File: src/rtl/plate_ctrl.sv
// Paddle position controller: synchronised, debounced up/down buttons drive a clamped y position once per movement tick.
// Optional build macro PLATE_ACCEL_EN doubles the step after 8 ticks of continuous movement in one direction.
module plate_ctrl #(
   parameter int Y_MAX           = 220,
   parameter int PLATE_HALFWIDTH = 21,
   parameter int Y_INIT          = 110,
   parameter int STEP            = 2,
   parameter int TICK_DIV        = 200000,
   parameter int DEB_CYCLES      = 50000
) (
   input  logic       clk,
   input  logic       rst,
   input  logic       btn_up,
   input  logic       btn_down,
   input  logic       freeze,
   output logic [7:0] y_p_mid,
   output logic       moving
);

   localparam int TW = (TICK_DIV > 2) ? $clog2(TICK_DIV) : 1;
   localparam int DW = (DEB_CYCLES > 1) ? $clog2(DEB_CYCLES) : 1;
   localparam logic [8:0] Y_HI = 9'(Y_MAX - PLATE_HALFWIDTH);
   localparam logic [8:0] Y_LO = 9'(PLATE_HALFWIDTH);

   typedef enum logic [1:0] {IDLE, UP, DOWN} state_t;

   logic [1:0]    btn_raw;
   logic [1:0]    btn_deb;
   logic [TW-1:0] tick_cnt_reg;
   logic          tick;
   state_t        state_reg, state_next;
   logic [8:0]    step_val;
   logic [8:0]    y_sum, y_dif;
   logic [7:0]    y_reg, y_next;

   assign btn_raw = {btn_down, btn_up};

   // Bit 0 is the up button, bit 1 the down button.
   genvar gi;
   generate
      for (gi = 0; gi < 2; gi++) begin : g_btn
         logic          s1_reg, s2_reg, deb_reg;
         logic [DW-1:0] cnt_reg;

         always_ff @(posedge clk) begin
            if (rst) begin
               s1_reg  <= 1'b0;
               s2_reg  <= 1'b0;
               deb_reg <= 1'b0;
               cnt_reg <= '0;
            end else begin
               s1_reg <= btn_raw[gi];
               s2_reg <= s1_reg;
               if (s2_reg == deb_reg) begin
                  cnt_reg <= '0;
               end else if (cnt_reg == DW'(DEB_CYCLES - 1)) begin
                  // This differing sample is the DEB_CYCLES-th in a row.
                  deb_reg <= s2_reg;
                  cnt_reg <= '0;
               end else begin
                  cnt_reg <= cnt_reg + DW'(1);
               end
            end
         end

         assign btn_deb[gi] = deb_reg;
      end
   endgenerate

   assign tick = (tick_cnt_reg == TW'(TICK_DIV - 1));

   always_ff @(posedge clk) begin
      if (rst)       tick_cnt_reg <= '0;
      else if (tick) tick_cnt_reg <= '0;
      else           tick_cnt_reg <= tick_cnt_reg + TW'(1);
   end

   always_ff @(posedge clk) begin
      if (rst) state_reg <= IDLE;
      else     state_reg <= state_next;
   end

   always_comb begin
      state_next = IDLE;
      if (!freeze) begin
         if (btn_deb[0] && !btn_deb[1])      state_next = UP;
         else if (btn_deb[1] && !btn_deb[0]) state_next = DOWN;
      end
   end

   always_comb begin
      moving = (state_reg == UP) || (state_reg == DOWN);
   end

`ifdef PLATE_ACCEL_EN
   logic [3:0] hold_reg;

   // Counts ticks spent continuously in one movement state; any state change restarts it.
   always_ff @(posedge clk) begin
      if (rst || state_reg == IDLE || state_next != state_reg) hold_reg <= 4'd0;
      else if (tick && hold_reg != 4'd15)                      hold_reg <= hold_reg + 4'd1;
   end

   assign step_val = hold_reg[3] ? 9'(2 * STEP) : 9'(STEP);
`else
   assign step_val = 9'(STEP);
`endif

   // 9-bit arithmetic so neither direction can wrap before clamping.
   assign y_sum = {1'b0, y_reg} + step_val;
   assign y_dif = {1'b0, y_reg} - step_val;

   always_comb begin
      y_next = y_reg;
      if (tick && state_reg == UP) begin
         y_next = (y_sum > Y_HI) ? Y_HI[7:0] : y_sum[7:0];
      end else if (tick && state_reg == DOWN) begin
         y_next = ({1'b0, y_reg} < Y_LO + step_val) ? Y_LO[7:0] : y_dif[7:0];
      end
   end

   always_ff @(posedge clk) begin
      if (rst) y_reg <= 8'(Y_INIT);
      else     y_reg <= y_next;
   end

   assign y_p_mid = y_reg;

endmodule

File: config.mk
export PLATFORM = sky130hd
export DESIGN_NAME = plate_ctrl
export DESIGN_NICKNAME = d
export VERILOG_FILES = /design/src/rtl/plate_ctrl.sv
export SDC_FILE = /design/constraint.sdc
export NUM_CORES = 1
export LEC_CHECK = 0
export CAP_MARGIN = 20
export CORE_MARGIN = 10
export CORE_UTILIZATION = 60
export CTS_CLUSTER_SIZE = 14
export DETAILED_ROUTE_END_ITERATION = 16
export PLACE_DENSITY = 0.79
export SLEW_MARGIN = 20
export SYNTH_ARGS = -nofsm -noshare
export SYNTH_HDL_FRONTEND = slang
export SYNTH_SLANG_ARGS = --single-unit
File: constraint.sdc
create_clock -name clk -period 3 [get_ports clk]
set_clock_uncertainty 0.05 [all_clocks]
set_input_delay 0.6 -clock clk [delete_from_list [all_inputs] [get_ports clk]]
set_output_delay 0.6 -clock clk [all_outputs]
set_load 0.02 [all_outputs]
==> flow_summary_export.csv, run 1 <==
group,metric,value,unit
status,status,"complete, no violations",
finish,diodes,0,
global_route,grt_pass1_vias,2500,
pwr,ir_drop,291,µV
place,dpl.hpwl,4130,µm
synthesis,synth_top_flop_cell,"dfxtp_1",
route,drt_first_iter_violations,60,
timing,hold_violations,0,
die,io_pins,14,
timing,period_share,80.1,%
critical_path,critPathArrivalTime,2.58,ns
die,chipWidth,92.5,µm
clock_tree,postCtsResizedCells,0,
timing,setup_viol,0,
global_route,grt_pass1_wl,10800,µm
finish,final_cell_mix,"72 x nor2_1, 66 x dfxtp_1, 29 x nand2_1, 27 x xor2_1, 23 x nand3_1",
die,core,0.00511,mm²
die,design.die.area,0.00856,mm²
route,wl_per_cell,12.8,µm
clock_tree,h-tree-depth,3,
timing,fin_setup_tns,0,ns
global_route,use_met2,25.1,%
critical_path,critPathKind,"flip-flop to flip-flop",
synthesis,syn_inst,375,
die,fp.dieH,92.5,µm
die,start_util,61.8,%
route,drt-vias-per-instance,5.52,
timing,tightest_slew,0.536,ns
critical_path,crit_fanout,9,
synthesis,netlist_area,0.00316,mm²
timing,relSlewSlack,64.3,%
timing,setup_ws,0.596,ns
critical_path,endpoint_kind,"flip-flop",
timing,holdWs,0.387,ns
synthesis,synth_nets,388,
global_route,antenna_found_initial,0,
die,fp-row-count,26,
synthesis,postSynth.asyncResetShare,0,%
clock_tree,clock_latency,0.34,ns
clock_tree,clock_sinks,66,
clock_tree,cts_buffer_depth,2,
finish,final_common_cell,"nor2_1",
place,pre_cts_slack,0.683,ns
pwr,p_leak,0.00121,µW
global_route,track_usage,15.1,%
synthesis,yosys_warnings,0,
route,route.detailed.drc,0,
finish,largest_register_ffs,32,
timing,slew_viol_final,0,
finish,nNetsFinal,400,
finish,fin_area,0.00354,mm²
clock_tree,root_buffer,"clkbuf_8",
timing,fin_crit,2.40,ns
global_route,grt_overflow,0,
synthesis,synth_cell_types,45,
place,dpl-instance-area,0.00332,mm²
finish,syn_to_final_growth,12.2,%
route,vias,2551,
global_route,met1_usage,17.5,%
finish,utilization,69.4,%
clock_tree,post_cts_buffers,0,
critical_path,cp-start-kind,"flip-flop",
hold_path,hp-class,"flip-flop to flip-flop",
timing,fmax,416,MHz
clock_tree,ctsHoldBuffers,0,
global_route,grt_max_degree,19,
clock_tree,cts_buffers,9,
job,cap_violations,0,
place,gp_congestion,0.903,
synthesis,ys_seq_area_share,41.9,%
route,drtAntennaViolNets,0,
synthesis,syn-mean-instance-area,8.42,µm²
pwr,powerDensity,491,mW/mm²
synthesis,synth_edf_count,0,
synthesis,synth-seq-cells,66,
global_route,grt_busiest_layer,"met2",
clock_tree,cts.clk_slew.worst_paths,0.07,ns
global_route,use_met3,5.81,%
route,routed_wl,5900,µm
route,first_pass_iters,4,
timing,rsz0062_at_grt,"false",
critical_path,worst_ep_required_time,3.18,ns
clock_tree,cts_tree,"done",
place,io_buffers,13,
finish,drive_above_1_share,6.38,%
[report_power, final]
group	leakage (µW)	internal (µW)	switching [µW]	total [µW]
combinational	0.000565	18.8	23.5	42.3
clock	0.000109	488	320	807
sequential	0.000533	884	6.78	891
[layout make-up]
class	instances	area [µm²]
inverters	13	48.8
flip-flops and latches	66	1320
fillers	433	1570
clock inverters	5	77.6
clock buffers	11	141
multi-input cells	282	1720
repair buffers	15	145
well taps	70	87.6
[layer usage]
metal	share of wire, %	vias up
met1	46	1188
met2	48	54
met5	0	-
met4	1.1	0
li1	-	1302
met3	5.1	7
[synthesized netlist by cell type, types with 4 or more instances]
cell / number / area (µm²)
a21oi_1: 11 / 55.1
and3_1: 6 / 37.5
buf_2: 10 / 50.1
dfxtp_1: 66 / 1320
ha_1: 8 / 100
inv_1: 13 / 48.8
mux2i_1: 4 / 40.0
nand2_1: 29 / 109
nand3_1: 23 / 115
nand4_1: 8 / 50.1
nand4b_1: 4 / 35.0
nor2_1: 72 / 270
nor2b_1: 6 / 37.5
nor3_1: 5 / 25.0
nor4_1: 6 / 37.5
o211ai_1: 5 / 37.5
o21ai_0: 5 / 25.0
or3_1: 5 / 31.3
xnor2_1: 20 / 175
xor2_1: 27 / 236
[worst max-delay path, stage by stage (launching register included)]
cell and delay [ns]:
dfxtp_1 0.50, ha_1 0.33, nand3_1 0.15, nor2_1 0.17, xnor2_1 0.14, or4_1 0.55, o21ai_2 0.12, nor3b_1 0.21
o21ai_1 0.07
[per-stage QoR]
step	total power [µW]	std cells
after detailed placement	953	446
final	1740	462
after global routing	1800	462
after global placement	952	446
after floorplan	938	375
after CTS	1760	462
[kinds of logic after synthesis]
family,Yosys count,synth area share [%]
compound gates,35,7.13
xor+xnor,47,13.0
fa+ha+maj,8,3.17
buf+inv,27,3.65
flops,66,41.9
mux,4,1.27
simple gates,188,29.9
[final timing paths]
check	startpoint	endpoint	slack (ns)	cells past startpoint
setup / recovery	y_p_mid[2]	y_p_mid[2]	0.60	8
hold / removal	g_btn[1].s1_reg	g_btn[1].s2_reg	0.39	1
setup reg to reg	y_p_mid[2]	y_p_mid[2]	0.60	8
hold reg to reg	g_btn[1].s1_reg	g_btn[1].s2_reg	0.39	1
(Power assumes the default switching activity.)
==> run 2, diff against run 1 <==
CORE_UTILIZATION = 54   (was 60)
PLACE_DENSITY = 0.75   (was 0.79)
clock period = 2.2 ns   (was 3 ns; I/O delays follow)
==> run 2 against run 1 <==
Against the previous run:
- worst setup slack got worse by 0.51 ns
- first-iteration DRC count up 43%
- combinational power grew 46%
- sequential cell count stayed put
- final area rose by 4.3%
- sequential power increased by 37%
- sequential share of layout area is 1.3 points lower
- fmax up 14%
- largest cell class unchanged
- largest power group unchanged
- highest routed layer unchanged
==> flow_summary_export.csv, run 2 (synthesis gave the netlist of run 1 again) <==
group,metric,value,unit
pwr,powerDensity,612,mW/mm²
pwr,p_sw_share,22.0,%
timing,tightest_slew,0.453,ns
global_route,grt_max_degree,19,
critical_path,critPathKind,"flip-flop to flip-flop",
clock_tree,cts.clk_slew.worst_paths,0.08,ns
timing,fin_setup_tns,0,ns
die,chipWidth,96.5,µm
finish,seq_area,0.00133,mm²
finish,final_cell_mix,"71 x nor2_1, 62 x dfxtp_1, 27 x nand2_1, 27 x xor2_1, 23 x nand3_1",
job,cap_violations,0,
global_route,grt_pass1_wl,11000,µm
place,io_buffers,13,
clock_tree,root_buffer,"clkbuf_8",
pwr,p_seq_share,53.8,%
clock_tree,h-tree-depth,3,
pwr,power.share.combinational,2.7,%
route,routed_wl,6310,µm
hold_path,worstHoldPathCells,1,
critical_path,critPathArrivalTime,2.28,ns
finish,largest_register_ffs,32,
route,vias,2590,
place,dp_cells,462,
place,gp_congestion,0.891,
pwr,p_switching,497,µW
clock_tree,ctsHoldBuffers,0,
place,dpl.hpwl,4480,µm
route,drt-vias-per-instance,5.42,
timing,period_share,96.0,%
global_route,antenna_found_initial,0,
clock_tree,cts_tree,"done",
global_route,grt_overflow,0,
finish,multi_input_area,0.00179,mm²
clock_tree,cts_buffers,9,
pwr,p_leak,0.00132,µW
global_route,track_usage,14.5,%
finish,drive_above_1_share,12.1,%
finish,syn_to_final_growth,17.0,%
route,route.detailed.drc,0,
pwr,cell_internal_pwr,1760,µW
timing,setup_viol,0,
finish,final_common_cell,"nor2_1",
die,io_pins,14,
pwr,ir_drop,566,µV
route,first_pass_iters,4,
timing,hold_violations,0,
timing,slew_viol_final,0,
route,drt_first_iter_violations,86,
finish,nNetsFinal,414,
finish,fillers,479,
clock_tree,clock_sinks,66,
route,drtAntennaViolNets,0,
route,wl_per_cell,13.2,µm
die,fp-row-count,27,
hold_path,hp-class,"flip-flop to flip-flop",
critical_path,r2r_cells,8,
critical_path,worst_ep_required_time,2.37,ns
finish,diodes,0,
die,fp.dieH,96.5,µm
die,design.die.area,0.00930,mm²
finish,final_cells,478,
pwr,total_power,2260,µW
timing,fin_crit,2.11,ns
clock_tree,post_cts_buffers,0,
critical_path,cp-start-kind,"flip-flop",
global_route,grt_pass1_vias,2415,
pwr,clkPwrFrac,43.4,%
critical_path,crit_fanout,8,
die,core,0.00557,mm²
critical_path,endpoint_kind,"flip-flop",
die,start_util,56.6,%
clock_tree,cts_buffer_depth,2,
timing,relSlewSlack,69.5,%
timing,fmax,474,MHz
clock_tree,clock_latency,0.33,ns
status,status,"complete, no violations",
[run 2: critical path, cell delays in order (launching register included)]
cell,delay [ns]
dfxtp_2,0.37
ha_4,0.15
and4_4,0.23
buf_6,0.11
nand4b_1,0.15
nor4_4,0.31
nand2_2,0.19
or2_1,0.29
nor2b_1,0.14
[run 2: worst paths after layout]
| path | start | end | slack [ns] |
|---|---|---|---|
| min reg2reg | g_btn[1].s1_reg | g_btn[1].s2_reg | 0.39 |
| max reg2reg | tick_cnt_reg[0] | y_p_mid[4] | 0.09 |
| max | tick_cnt_reg[0] | y_p_mid[4] | 0.09 |
| min | g_btn[1].s1_reg | g_btn[1].s2_reg | 0.39 |
[run 2: power by group through the flow]
stage / clock network (µW) / logic [µW] / registers [µW]
after floorplan: 0 / 37.3 / 1240
after global placement: 0 / 57.4 / 1240
after detailed placement: 0 / 58.5 / 1240
after CTS: 1000 / 58.9 / 1210
after global routing: 1050 / 68.0 / 1220
final: 981 / 61.7 / 1220
[run 2: repair_timing]
action | CTS | global route
pin swaps | 0 | 2
resized for setup | 2 | 16
endpoints found under the setup margin | 2 | 8
[run 2: metal layers]
metal	up-vias	routed length, µm	GRT usage, %
li1	1324	-	-
met1	1223	2930	17.8
met2	35	3100	23.1
met3	8	203	5.40
met4	0	80	4.72
met5	-	0	0
[run 2: stage by stage]
| step | utilization (%) | worst slack [ns] | hold WS [ns] | area (µm²) |
|---|---|---|---|---|
| finish | 66.3 | 0.0891 | 0.390 | 3690 |
| global route | 66.3 | -0.0115 | 0.389 | 3690 |
| detailed placement | 61.6 | 0.0218 | 0.376 | 3430 |
| CTS | 65.0 | 0.0334 | 0.388 | 3620 |
| floorplan | - | 0.0933 | 0.364 | 3160 |
| global placement | 61.6 | 0.0868 | 0.371 | 3430 |
[run 2: area by class of cell]
class,instances,area share (%)
sequential,66,36.0
inverter,13,1.32
tap,72,2.44
timing repair buffer,29,6.84
clock buffer,12,3.66
multi-input combinational,282,48.3
clock inverter,4,1.42
